==> config.mk <==
export PLATFORM = sky130hd
export DESIGN_NAME = map_ram_flat
export DESIGN_NICKNAME = d
export VERILOG_FILES = /design/src/rtl/map_pkg.sv /design/src/rtl/map_ram_if.sv /design/src/rtl/map_ram_core.sv /design/src/rtl/map_ram.sv /design/src/flat_wrapper.sv
export SDC_FILE = /design/constraint.sdc
export NUM_CORES = 1
export LEC_CHECK = 0
export CAP_MARGIN = 10
export CORE_ASPECT_RATIO = 0.5
export CORE_MARGIN = 1
export CORE_UTILIZATION = 45
export DETAILED_ROUTE_END_ITERATION = 10
export PLACE_DENSITY_LB_ADDON = 0.2
export SYNTH_ARGS = -nofsm -noshare
export SYNTH_HDL_FRONTEND = slang
export SYNTH_SLANG_ARGS = --single-unit
==> constraint.sdc <==
create_clock -name clk -period 11.04 [get_ports clk]
set_input_delay 2.208 -clock clk [delete_from_list [all_inputs] [get_ports clk]]
set_output_delay 2.208 -clock clk [all_outputs]
set_load 0.005 [all_outputs]
==> src/rtl/map_pkg.sv <==
// Shared definitions for the writable raycaster map RAM: default geometry,
// cell value constants, sequencer state encoding and the edge-cell test.
package map_pkg;

  localparam int DEF_COL_BITS = 4;
  localparam int DEF_ROW_BITS = 4;
  localparam int DEF_VAL_BITS = 2;

  localparam int CELL_EMPTY = 0;
  localparam int CELL_WALL  = 1;

  typedef enum logic {
    INIT  = 1'b0,
    READY = 1'b1
  } map_state_e;

  function automatic logic is_border(input int col, input int row,
                                     input int col_max, input int row_max);
    return (col == 0) || (col == col_max) || (row == 0) || (row == row_max);
  endfunction

endpackage

==> src/rtl/map_ram_if.sv <==
// Tracer/debug read ports, edit write port and init control of the map RAM.
interface map_ram_if #(
  parameter int COL_BITS = 4,
  parameter int ROW_BITS = 4,
  parameter int VAL_BITS = 2
);
  logic                rd_a_en;
  logic [COL_BITS-1:0] rd_a_col;
  logic [ROW_BITS-1:0] rd_a_row;
  logic [VAL_BITS-1:0] rd_a_val;
  logic                rd_a_vld;

  logic                rd_b_en;
  logic [COL_BITS-1:0] rd_b_col;
  logic [ROW_BITS-1:0] rd_b_row;
  logic [VAL_BITS-1:0] rd_b_val;
  logic                rd_b_vld;

  logic                wr_en;
  logic [COL_BITS-1:0] wr_col;
  logic [ROW_BITS-1:0] wr_row;
  logic [VAL_BITS-1:0] wr_val;
  logic                wr_ready;

  logic                init_req;
  logic                init_busy;

  modport master (
    output rd_a_en, rd_a_col, rd_a_row, input rd_a_val, rd_a_vld,
    output rd_b_en, rd_b_col, rd_b_row, input rd_b_val, rd_b_vld,
    output wr_en, wr_col, wr_row, wr_val, input wr_ready,
    output init_req, input init_busy
  );

  modport slave (
    input rd_a_en, rd_a_col, rd_a_row, output rd_a_val, rd_a_vld,
    input rd_b_en, rd_b_col, rd_b_row, output rd_b_val, rd_b_vld,
    input wr_en, wr_col, wr_row, wr_val, output wr_ready,
    input init_req, output init_busy
  );
endinterface

==> src/rtl/map_ram_core.sv <==
// Dual registered-read, single-write synchronous memory; a read colliding
// with a write to the same address returns the old contents.
module map_ram_core #(
  parameter int ADDR_BITS = 8,
  parameter int VAL_BITS  = 2
) (
  input  logic                 clk,
  input  logic                 reset_n,
  input  logic                 rd_a_en,
  input  logic [ADDR_BITS-1:0] rd_a_addr,
  output logic [VAL_BITS-1:0]  rd_a_data,
  input  logic                 rd_b_en,
  input  logic [ADDR_BITS-1:0] rd_b_addr,
  output logic [VAL_BITS-1:0]  rd_b_data,
  input  logic                 wr_en,
  input  logic [ADDR_BITS-1:0] wr_addr,
  input  logic [VAL_BITS-1:0]  wr_data
);
  logic [VAL_BITS-1:0] mem [2**ADDR_BITS];

  always_ff @(posedge clk) begin
    if (wr_en) mem[wr_addr] <= wr_data;
  end

  // Output registers only take the reset; array contents are left alone.
  always_ff @(posedge clk) begin
    if (!reset_n) begin
      rd_a_data <= '0;
      rd_b_data <= '0;
    end else begin
      if (rd_a_en) rd_a_data <= mem[rd_a_addr];
      if (rd_b_en) rd_b_data <= mem[rd_b_addr];
    end
  end
endmodule

==> src/rtl/map_ram.sv <==
// Writable world map: init sequencer, write arbitration and read valids
// around map_ram_core. Optional edge lock: MAP_RAM_BORDER_LOCK_EN.
module map_ram
  import map_pkg::*;
#(
  parameter int COL_BITS   = DEF_COL_BITS,
  parameter int ROW_BITS   = DEF_ROW_BITS,
  parameter int VAL_BITS   = DEF_VAL_BITS,
  parameter int BORDER_VAL = CELL_WALL
) (
  input  logic      clk,
  input  logic      reset_n,
  map_ram_if.slave  bus
);
  localparam int ADDR_BITS = ROW_BITS + COL_BITS;
  localparam int COL_MAX   = 2**COL_BITS - 1;
  localparam int ROW_MAX   = 2**ROW_BITS - 1;
  localparam logic [VAL_BITS-1:0]  BORDER_V = VAL_BITS'(BORDER_VAL);
  localparam logic [ADDR_BITS-1:0] LAST_ADDR = '1;

  map_state_e           state_reg, state_next;
  logic [ADDR_BITS-1:0] cnt_reg, cnt_next;
  logic                 mem_we;
  logic [ADDR_BITS-1:0] mem_addr;
  logic [VAL_BITS-1:0]  mem_data;
  logic                 wr_allowed;
  logic                 vld_a_reg, vld_b_reg;
  logic [VAL_BITS-1:0]  core_a_data, core_b_data;

`ifdef MAP_RAM_BORDER_LOCK_EN
  logic lock_a_reg, lock_b_reg;
  assign wr_allowed = !is_border(int'(bus.wr_col), int'(bus.wr_row), COL_MAX, ROW_MAX);

  always_ff @(posedge clk) begin
    if (!reset_n) begin
      lock_a_reg <= 1'b0;
      lock_b_reg <= 1'b0;
    end else begin
      if (bus.rd_a_en) lock_a_reg <= is_border(int'(bus.rd_a_col), int'(bus.rd_a_row), COL_MAX, ROW_MAX);
      if (bus.rd_b_en) lock_b_reg <= is_border(int'(bus.rd_b_col), int'(bus.rd_b_row), COL_MAX, ROW_MAX);
    end
  end

  assign bus.rd_a_val = lock_a_reg ? BORDER_V : core_a_data;
  assign bus.rd_b_val = lock_b_reg ? BORDER_V : core_b_data;
`else
  assign wr_allowed   = 1'b1;
  assign bus.rd_a_val = core_a_data;
  assign bus.rd_b_val = core_b_data;
`endif

  always_ff @(posedge clk) begin
    if (!reset_n) begin
      state_reg <= INIT;
      cnt_reg   <= '0;
      vld_a_reg <= 1'b0;
      vld_b_reg <= 1'b0;
    end else begin
      state_reg <= state_next;
      cnt_reg   <= cnt_next;
      vld_a_reg <= bus.rd_a_en;
      vld_b_reg <= bus.rd_b_en;
    end
  end

  always_comb begin
    state_next = state_reg;
    cnt_next   = cnt_reg;
    mem_we     = 1'b0;
    mem_addr   = {bus.wr_row, bus.wr_col};
    mem_data   = bus.wr_val;
    unique case (state_reg)
      INIT: begin
        mem_we   = 1'b1;
        mem_addr = cnt_reg;
        mem_data = is_border(int'(cnt_reg[COL_BITS-1:0]), int'(cnt_reg[ADDR_BITS-1:COL_BITS]),
                             COL_MAX, ROW_MAX) ? BORDER_V : VAL_BITS'(CELL_EMPTY);
        // Counter wraps to zero naturally after the last cell.
        cnt_next = cnt_reg + 1'b1;
        if (bus.init_req) cnt_next = '0;
        else if (cnt_reg == LAST_ADDR) state_next = READY;
      end
      READY: begin
        if (bus.init_req) begin
          state_next = INIT;
          cnt_next   = '0;
        end else begin
          mem_we = bus.wr_en && wr_allowed;
        end
      end
      default: state_next = INIT;
    endcase
  end

  assign bus.wr_ready  = (state_reg == READY);
  assign bus.init_busy = (state_reg == INIT);
  assign bus.rd_a_vld  = vld_a_reg;
  assign bus.rd_b_vld  = vld_b_reg;

  map_ram_core #(.ADDR_BITS(ADDR_BITS), .VAL_BITS(VAL_BITS)) u_core (
    .clk       (clk),
    .reset_n   (reset_n),
    .rd_a_en   (bus.rd_a_en),
    .rd_a_addr ({bus.rd_a_row, bus.rd_a_col}),
    .rd_a_data (core_a_data),
    .rd_b_en   (bus.rd_b_en),
    .rd_b_addr ({bus.rd_b_row, bus.rd_b_col}),
    .rd_b_data (core_b_data),
    .wr_en     (mem_we),
    .wr_addr   (mem_addr),
    .wr_data   (mem_data)
  );
endmodule

==> src/flat_wrapper.sv <==
// flat-port wrapper written by rule: the top's interface ports become plain ports
module map_ram_flat import map_pkg::*;
#(
  parameter int COL_BITS   = DEF_COL_BITS,
  parameter int ROW_BITS   = DEF_ROW_BITS,
  parameter int VAL_BITS   = DEF_VAL_BITS,
  parameter int BORDER_VAL = CELL_WALL
)
  (clk, reset_n, bus_rd_a_en, bus_rd_a_col, bus_rd_a_row, bus_rd_a_val, bus_rd_a_vld, bus_rd_b_en, bus_rd_b_col, bus_rd_b_row, bus_rd_b_val, bus_rd_b_vld, bus_wr_en, bus_wr_col, bus_wr_row, bus_wr_val, bus_wr_ready, bus_init_req, bus_init_busy);
  map_ram_if #(.COL_BITS(COL_BITS), .ROW_BITS(ROW_BITS), .VAL_BITS(VAL_BITS)) bus_i ();
  input  logic clk;
  input  logic reset_n;
  input wire logic [$bits(bus_i.rd_a_en)-1:0] bus_rd_a_en;
  input wire logic [$bits(bus_i.rd_a_col)-1:0] bus_rd_a_col;
  input wire logic [$bits(bus_i.rd_a_row)-1:0] bus_rd_a_row;
  output wire logic [$bits(bus_i.rd_a_val)-1:0] bus_rd_a_val;
  output wire logic [$bits(bus_i.rd_a_vld)-1:0] bus_rd_a_vld;
  input wire logic [$bits(bus_i.rd_b_en)-1:0] bus_rd_b_en;
  input wire logic [$bits(bus_i.rd_b_col)-1:0] bus_rd_b_col;
  input wire logic [$bits(bus_i.rd_b_row)-1:0] bus_rd_b_row;
  output wire logic [$bits(bus_i.rd_b_val)-1:0] bus_rd_b_val;
  output wire logic [$bits(bus_i.rd_b_vld)-1:0] bus_rd_b_vld;
  input wire logic [$bits(bus_i.wr_en)-1:0] bus_wr_en;
  input wire logic [$bits(bus_i.wr_col)-1:0] bus_wr_col;
  input wire logic [$bits(bus_i.wr_row)-1:0] bus_wr_row;
  input wire logic [$bits(bus_i.wr_val)-1:0] bus_wr_val;
  output wire logic [$bits(bus_i.wr_ready)-1:0] bus_wr_ready;
  input wire logic [$bits(bus_i.init_req)-1:0] bus_init_req;
  output wire logic [$bits(bus_i.init_busy)-1:0] bus_init_busy;
  assign bus_i.rd_a_en = bus_rd_a_en;
  assign bus_i.rd_a_col = bus_rd_a_col;
  assign bus_i.rd_a_row = bus_rd_a_row;
  assign bus_rd_a_val = bus_i.rd_a_val;
  assign bus_rd_a_vld = bus_i.rd_a_vld;
  assign bus_i.rd_b_en = bus_rd_b_en;
  assign bus_i.rd_b_col = bus_rd_b_col;
  assign bus_i.rd_b_row = bus_rd_b_row;
  assign bus_rd_b_val = bus_i.rd_b_val;
  assign bus_rd_b_vld = bus_i.rd_b_vld;
  assign bus_i.wr_en = bus_wr_en;
  assign bus_i.wr_col = bus_wr_col;
  assign bus_i.wr_row = bus_wr_row;
  assign bus_i.wr_val = bus_wr_val;
  assign bus_wr_ready = bus_i.wr_ready;
  assign bus_i.init_req = bus_init_req;
  assign bus_init_busy = bus_i.init_busy;
  map_ram #(.COL_BITS(COL_BITS), .ROW_BITS(ROW_BITS), .VAL_BITS(VAL_BITS), .BORDER_VAL(BORDER_VAL)) u_core (.clk(clk), .reset_n(reset_n), .bus(bus_i));
endmodule
=== Word-level counts from Yosys, hierarchy flattened ===
Memory sizes are Yosys's and may differ from the RTL's. A register that Yosys moved wholly into a read port is not among the register bits.
Cells that the tools add are included.

* Register bits: 11
* Latch bits: 0
* RAM bits: 512
* ROM bits: 0
* Input bits: 32
* Output and inout bits: 8
* Logic and storage cells: 32
* Memories: 1

{| class="wikitable"
|+ Memories
! memory !! depth !! width !! read ports !! clocked after memory_dff !! wr ports !! RTL line !! text
|-
| u_core.u_core.mem || 256 || 2 || 2 || 2 || 1 || map_ram_core.sv:19 || <nowiki>logic [VAL_BITS-1:0] mem [2**ADDR_BITS];</nowiki>
|}

* Add/subtract/negate cells: 1
* Multiply operators: 0
* Divide/modulo/power cells: 0
* Magnitude comparators: 0
* Equality and inequality tests: 4
* Shift-type cells: 0
* Mux-type cells: 14
* Bitwise operators: 1
* Reduce and logical (&&, ||, !) cells: 7

{| class="wikitable"
|+ Operator list
! cell !! count
|-
| two-way mux 8 bit || 3
|-
| one-hot mux 8 bit (2 select lines) || 1
|-
| adder 8 x 1 -> 8 bit, second input constant || 1
|-
| equality test 4 x 1 -> 1 bit, second input constant || 2
|-
| equality test 8 bit, second input constant || 1
|-
| logical NOT 4 bit || 2
|-
| two-way mux 1 bit || 7
|-
| one-hot mux 1 bit (2 select lines) || 2
|-
| logical OR 1 bit || 3
|-
| logical NOT 1 bit || 2
|-
| two-way mux 2 bit || 1
|-
| inequality test 2 bit, second input constant || 1
|-
| NOT 1 bit || 1
|}

=== Logic depth before layout (Yosys ltp) ===
Gate-level depths: netlist of the first run.

* Depth after elaboration: 6
* Mapped depth: 12
* Mapped depth without buffers: 7

=== By module ===
Synthesis of the first run repeated with hierarchy kept, for this count alone.

* Cells, all modules: 1664
* Area, all modules: 26181.4 um^2

{| class="wikitable"
|+ By module, submodules not included
! module !! times used !! cells an instance !! area each (um^2) !! sequential area each (um^2)
|-
| map_ram_core || 1 || 1591 || 25558.3 || 15454.8
|-
| map_ram || 1 || 73 || 623.1 || 220.2
|}

=== Worst setup path before layout of the first run ===
Ideal clock, no wire load.

* Kind: input port to flip-flop
* From: in bus_wr_val[0]
* To: mem u_core.u_core.mem[0][0], data pin
* Library setup time: 1577 ps
* Arrival time: 9089 ps
* Data required time: 9463 ps
* Slack: 374 ps
* Stages on the path: 2
* Path buffers: 0
* Cells stage by stage: inv_1 -> a21oi_1

* Word-level cells in the longest chain between the ends: 1

{| class="wikitable"
|+ RTL lines
! what !! RTL line !! text
|-
| from (decl) || flat_wrapper.sv:26 || <nowiki>input wire logic [$bits(bus_i.wr_val)-1:0] bus_wr_val;</nowiki>
|-
| two-way mux 2 bit || map_ram.sv:72 || <nowiki>unique case (state_reg)</nowiki>
|-
| via u_core.mem_data[0] || map_ram.sv:25 || <nowiki>logic [VAL_BITS-1:0] mem_data;</nowiki>
|-
| to (decl) || map_ram_core.sv:19 ||
|}

The timed path passes the listed nets, and every way through them passes these cells.

==> metrics.csv, run 1 <==
metric;value;unit
yosysWarningCount;0;
ctsRootBufferMaster;clkbuf_16;
syn_inst;1731;
cts.sinks;527;
firstDrtPassIters;6;
slew_headroom;11.4;%
min_path_cells;2;
drc;0;
avgSynthCellArea;15.2;um2
cap_violations;0;
antenna_found_initial;2;
synth_nets;1765;
period_needed;5.42;ns
drt_iter0_drc;2403;
io_buffers;39;
finalSetupTns;0;ns
drv_slew;0;
synth-main-ff-cell;edfxtp_1;
drive_above_1_share;20.7;%
p_leak;8.73;nW
core_area;57600;um2
fp.dieH;173;um
largest_register_ffs;512;
via_count;16600;
io_pins;40;
synth_common_cells;512 x edfxtp_1, 293 x nor2_1, 220 x mux4_2;
netlist_top_cells_area;edfxtp_1 58%, mux4_2 19%, nor2_1 4.2%;
final_cell_area;28900;um2
cts_made_buffers;49;
post-route-util;50.2;%
power.density;147;nW/um2
routedWlPerCell;31.2;um
htree_levels;2;
rrSetupSlack;7.53;ns
area_delta_synth_final;9.78;%
irDropWorstVdd;0.000101;V
path_class;primary input to flop;
fmax;184;MHz
startpoint_type;primary input;
insertion_delay;0.59;ns
die_area;59500;um2
ys_seq_area_share;59.6;%
layout.nets;1761;
tightest_slew;1.33;ns
clk_path_buf_depth;3;
worstPathArrival;5.95;ns
synth_most_common_cell;edfxtp_1;
hold_start;u_core.u_core.rd_b_data[1];
crit_fanout;42;
status;completed;
place_area;27200;um2
cts-hold-fix-buffers;0;
ant_nets;0;
dieWidth;344;um
r2r-end;u_core.u_core.mem[32][1];
synth_enable_flop_cells;512;
rr_worst_depth;4;
grt_overflow_total;0;
synth.top_cell.area_share;58.5;%
std_cell_rows;62;
grt_max_degree;187;
rsz0062_at_grt;no;
grtUsageTotal;26.8;%
r2r_start;u_core.bus.wr_ready;
synth_cell_types;64;
diodes;0;
fin_crit_sh;49.1;%
setup_viol;0;
place_hpwl;49.7;mm
cts-resized-gates;0;
critPathRequiredTime;11.56;ns
skew;0.0241;ns
synth_area;26300;um2
tritoncts;yes;
synth-seq-cells;527;
postCtsSetupRepairBufs;0;
async_reset_ff_share;0;%
vias_per_cell;6.56;
holdPathEnd;u_core.u_core.rd_b_data[1];
clk_pin_slew;0.06;ns
wirelength;79.1;mm
grt_pass1_vias;16600;
synth_top_area_cell;edfxtp_1;
gp_congestion;0.927;
grt_pass1_wl;114;mm
initial_utilization;45.7;%
hold_viol_final;0;
worst_hold_path_type;flop to flop;
crit_path_end_kind;flop;
## layout make-up
cell class / count / area, um2
Clock buffer: 65 / 1370
Tap cell: 768 / 961
Timing Repair Buffer: 77 / 686
Multi-Input combinational cell: 1046 / 9800
Inverter: 26 / 97.6
Clock inverter: 27 / 287
Sequential cell: 527 / 15700
Fill cell: 4844 / 28700
## worst max-delay path by stage
stage / depth (start not counted) / from / end
after floorplan: 2 / bus_wr_val[0] / u_core.u_core.mem[0][0]
after global placement: 9 / bus_rd_b_col[0] / u_core.u_core.rd_b_data[0]
after detailed placement: 9 / bus_rd_b_col[0] / u_core.u_core.rd_b_data[0]
after CTS: 9 / bus_rd_b_col[0] / u_core.u_core.rd_b_data[0]
after global routing: 9 / bus_rd_b_col[0] / u_core.u_core.rd_b_data[0]
final: 8 / bus_rd_b_row[0] / u_core.u_core.rd_b_data[0]
## report_power, final
part	switching (mW)	total [mW]	internal, mW
sequential	0.00302	2.16	2.16
combinational	0.178	0.301	0.123
clock	0.767	1.78	1.01
## cells by family after synthesis
kind of cell / after synthesis / share of synthesized area (%)
xor+xnor: 5 / 0.167
buf+inv: 158 / 3.26
fa+ha+maj: 2 / 0.0951
simple gates: 509 / 8.16
flops: 527 / 59.6
mux: 340 / 23.5
compound gates: 190 / 5.26
## routing by layer
layer	track usage (%)	vias to the layer above	share of wire (%)
met5	0	-	0.0089
met4	7.93	2	2.9
met3	10.2	151	12
met2	38.5	927	44
met1	37.8	8623	41
li1	-	6941	-
## cell usage in the layout (no fill, tap or decap), drive strengths merged, types with 26 or more instances in the layout
master         netlist  routed
buf                 67      45
clkbuf              65      65
clkdlybuf4s50        0      32
edfxtp             512     512
mux2i              106     106
mux4               220     220
nand2              101     101
nand3               36      36
nor2               293     293
o21ai               26      26
o22ai               27      27
## worst max-delay path, cell delays in order
cell and delay, ns:
buf_2 0.08, buf_4 0.61, nor2b_1 1.11, a22oi_1 0.23
nand3_1 0.33, o211ai_1 0.14, a2111oi_0 0.98, a221o_1 0.22
## per-stage QoR
step / instances / worst slack (ns) / hold WS (ns) / power, mW
CTS: 2536 / 5.71 / 0.547 / 4.26
floorplan: 1731 / 0.374 / 0.457 / 2.41
detailed placement: 2444 / 5.15 / 0.539 / 2.50
global placement: 2444 / 5.08 / 0.534 / 2.50
finish: 2536 / 5.62 / 0.543 / 4.25
global route: 2536 / 5.49 / 0.575 / 4.35
Power figures use the tool's default switching activity.
==> run 2: changes to the inputs <==
Clock period 11.04 ns to 5.2 ns, I/O delays scaled along.
==> metrics.csv, run 2 (synthesized netlist as in run 1, its figures left out) <==
metric;value;unit
status;completed;
drt_iter0_drc;2405;
grt_overflow_total;0;
initial_utilization;45.7;%
fin_crit_sh;72.1;%
place_ws;1.03;ns
setup_ws;1.45;ns
power.density;313;nW/um2
vias_per_cell;6.60;
tightest_slew;1.26;ns
io_pins;40;
worst_hold_path_type;flop to flop;
startpoint_type;primary input;
hold_viol_final;0;
irDropWorstVdd;0.000231;V
grt_pass1_wl;116;mm
fp.dieH;173;um
largest_register_ffs;512;
n_fill_cell;4857;
clk_pin_slew;0.07;ns
ctsRootBufferMaster;clkbuf_16;
io_buffers;39;
place_hpwl;53.7;mm
gp_congestion;0.922;
drive_above_1_share;21.9;%
layout.nets;1793;
place_area;27500;um2
setup_viol;0;
wirelength;80.2;mm
grt_pass1_vias;16500;
postCtsSetupRepairBufs;0;
cts.sinks;527;
slew_headroom;15.6;%
worst_path_max_delay_cell;clkdlybuf4s50_1;
p_leak;9.17;nW
seq_area;15700;um2
tritoncts;yes;
grtUsageTotal;27.1;%
via_count;17000;
ant_nets;0;
crit_chain;clkdlybuf4s50_1 -> nand2b_1 -> o22ai_1 -> nor2_1 -> a2111oi_1 -> o211ai_1 -> a2111oi_0 -> a221o_1;
mostFrequentLayoutCell;edfxtp_1;
crit_path_end_kind;flop;
area_delta_synth_final;11.1;%
cap_violations;0;
clk_path_buf_depth;3;
routedWlPerCell;31.2;um
worstPathArrival;4.29;ns
drc;0;
firstDrtPassIters;6;
grt_max_degree;93;
cts_made_buffers;50;
critPathRequiredTime;5.73;ns
period_needed;3.75;ns
hold_ws;0.553;ns
core_area;57600;um2
std_cell_rows;62;
htree_levels;2;
fmax;267;MHz
slowest_delay;1.08;ns
finalSetupTns;0;ns
die_area;59500;um2
antenna_found_initial;0;
path_class;primary input to flop;
total_power;9.15;mW
cts-resized-gates;0;
multi_input_area;9790;um2
final_cell_mix;512 x edfxtp_1, 293 x nor2_1, 220 x mux4_2;
insertion_delay;0.59;ns
drv_slew;0;
dieWidth;344;um
cts-hold-fix-buffers;0;
skew;0.0159;ns
crit_fanout;15;
rsz0062_at_grt;no;
final_cell_area;29200;um2
run 2: cell types whose count changed in the layout (fill, tap and decap cells not counted), moves of 2 or more:
cell,previous run,this run
clkbuf_8,4,0
bufinv_16,6,8
clkbuf_16,51,53
buf_12,1,6
clkinv_2,8,12
nand3_1,33,36
buf_4,37,63
nand3_2,3,0
run 2: critical path: cells and delay by family:
kind	cells	cell delay (ns)
AO/OA/AOI/OAI	5	1.57
buffers and inverters	1	1.08
AND/OR/NAND/NOR	2	0.57
run 2: through the flow:
stage	std cells	util, %
floorplan	1731	-
global placement	2475	47.8
detailed placement	2475	47.8
CTS	2569	50.7
global route	2569	50.7
finish	2570	50.7
run 2: routing by layer:
layer	wire (um)	global-route usage, %	vias up
met1	34100	41.1	8907
met4	1960	6.05	0
met3	9080	6.93	124
li1	-	-	6984
met5	0	0	-
met2	35000	39.4	951
run 2: cell type report:
cell class / instances / share of cell area, %
diodes: 1 / 0.00857
clock buffers: 63 / 4.67
clock inverters: 31 / 1.18
inverters: 26 / 0.334
multi-input cells: 1046 / 33.5
flip-flops and latches: 527 / 53.7
well taps: 768 / 3.29
repair buffers: 108 / 3.36
run 2: worst paths after layout:
kind,slack (ns),to,cells after the start,startpoint
setup / recovery,1.45,u_core.u_core.rd_b_data[0],8,bus_rd_b_col[2]
hold / removal,0.55,u_core.u_core.rd_a_data[0],2,u_core.u_core.rd_a_data[0]
setup reg to reg,1.67,u_core.u_core.mem[213][0],4,u_core.cnt_reg[0]
hold reg to reg,0.55,u_core.u_core.rd_a_data[0],2,u_core.u_core.rd_a_data[0]
run 2: power breakdown:
group	total (mW)	switching (mW)	internal, mW
Sequential	4.60	0.00704	4.59
Combinational	0.660	0.386	0.273
Clock	3.89	1.64	2.25
Total	9.15	2.03	7.11
==> run 3: changes to the inputs <==
Clock period 5.2 ns to 3.4 ns, I/O delays scaled along.
==> metrics.csv, run 3 (synthesized netlist as in run 1, its figures left out) <==
metric;value;unit
crit_fanout;9;
crit_chain;clkdlybuf4s50_1 -> nand2_1 -> o22ai_1 -> nor2_1 -> a2111oi_1 -> o211ai_1 -> a2111oi_0 -> buf_4 -> a221o_1;
cp-startpoint;bus_rd_b_col[2];
place_hpwl;55.3;mm
fp.dieH;173;um
cts_made_buffers;49;
core_area;57600;um2
clk_path_buf_depth;3;
hold_viol_final;0;
drv_slew;0;
wirelength;80.7;mm
fmax;346;MHz
slew_headroom;31.5;%
die_area;59500;um2
tightest_slew;1.02;ns
largest_register_ffs;512;
dieWidth;344;um
cts.sinks;527;
antenna_found_initial;2;
seq_area;15700;um2
vias_per_cell;6.50;
fin_crit_sh;85.1;%
setup_viol;0;
slowest_delay;0.74;ns
drc;0;
hold_ws;0.524;ns
place_ws;0.0822;ns
crit_path_end_kind;flop;
multi_input_area;9840;um2
path_class;primary input to flop;
worst_hold_path_type;flop to flop;
gp_congestion;0.978;
placed_cells;2536;
finalSetupTns;0;ns
rsz0062_at_grt;no;
diodes;0;
r2r_start;u_core.cnt_reg[2];
setup_ws;0.508;ns
grt_pass1_wl;116;mm
drt_iter0_drc;2370;
io_buffers;39;
p_leak;9.42;nW
firstDrtPassIters;5;
period_needed;2.89;ns
mostFrequentLayoutCell;edfxtp_1;
status;completed;
grt_pass1_vias;16700;
insertion_delay;0.60;ns
cts-resized-gates;0;
htree_levels;2;
grt_max_degree;89;
io_pins;40;
std_cell_rows;62;
routedWlPerCell;30.8;um
cp_top_family;compound AO/OA/AOI/OAI gates;
cap_violations;0;
area_delta_synth_final;12.8;%
skew;0.0174;ns
tritoncts;yes;
ant_nets;0;
power.density;454;nW/um2
drive_above_1_share;24.8;%
worst_path_max_delay_cell;clkdlybuf4s50_1;
final_cell_mix;512 x edfxtp_1, 293 x nor2_1, 220 x mux4_2;
ctsRootBufferMaster;clkbuf_16;
startpoint_type;primary input;
critPathRequiredTime;3.94;ns
cts-hold-fix-buffers;0;
irDropWorstVdd;0.000317;V
postCtsSetupRepairBufs;0;
cp.buffers_inverters;2;
initial_utilization;45.7;%
post-route-util;51.6;%
worstPathArrival;3.43;ns
grt_overflow_total;0;
via_count;17100;
n_fill_cell;4814;
hold_start;u_core.u_core.rd_a_data[1];
grtUsageTotal;27.3;%
clk_pin_slew;0.07;ns
layoutNonFillerInstCount;2624;
layout.nets;1853;
-- run 3: changes by cell type in the layout (fill, tap and decap cells not counted), moves of 2 or more --
| cell | delta |
|---|---|
| buf_12 | +13 |
| buf_4 | +48 |
| bufinv_16 | -7 |
| clkbuf_1 | +5 |
| clkbuf_16 | -2 |
| clkbuf_8 | +3 |
| clkinv_1 | -2 |
| clkinv_2 | -4 |
| dfxtp_1 | -6 |
| dfxtp_2 | +4 |
| dfxtp_4 | +2 |
-- run 3: layout make-up --
type	count	area share, %
clock buffer	69	4.63
timing repair buffer	169	5.40
inverter	26	0.329
multi-input combinational	1046	33.2
sequential	527	52.9
tap	768	3.24
clock inverter	19	0.392
-- run 3: final timing paths --
kind	end	slack, ns	depth (start not counted)
min reg2reg	u_core.u_core.rd_a_data[1]	0.52	2
min	u_core.u_core.rd_a_data[1]	0.52	2
max	u_core.u_core.rd_b_data[0]	0.51	9
max reg2reg	u_core.u_core.mem[181][0]	0.79	4
-- run 3: per-layer routing --
layer  wire, um  track usage [%]  vias up
met4       1630             5.57        0
met3       9760             8.60      125
met1      33700             40.0     8837
li1           -                -     7105
met5          0                0        -
met2      35700             40.2      987
-- run 3: tightest hold or removal path: cells and delay by family (launching register included) --
| family | cells | cell delay, ns |
|---|---|---|
| simple gates | 1 | 0.07 |
| flops | 1 | 0.34 |
| compound gates | 1 | 0.07 |
-- run 3: per-stage QoR --
step	cell area [um2]	power [mW]
after floorplan	26400	7.82
after global placement	28200	8.22
after detailed placement	28200	8.22
after CTS	29700	13.5
after global routing	29700	13.8
final	29700	13.5
-- run 3: where the power goes --
group          internal (mW)  leakage, nW  switching, mW  total, mW
clock network           2.88        0.730           2.48       5.36
registers               7.02         4.82        0.00999       7.03
logic                  0.465         3.86          0.608       1.07
total                   10.4         9.42           3.09       13.5
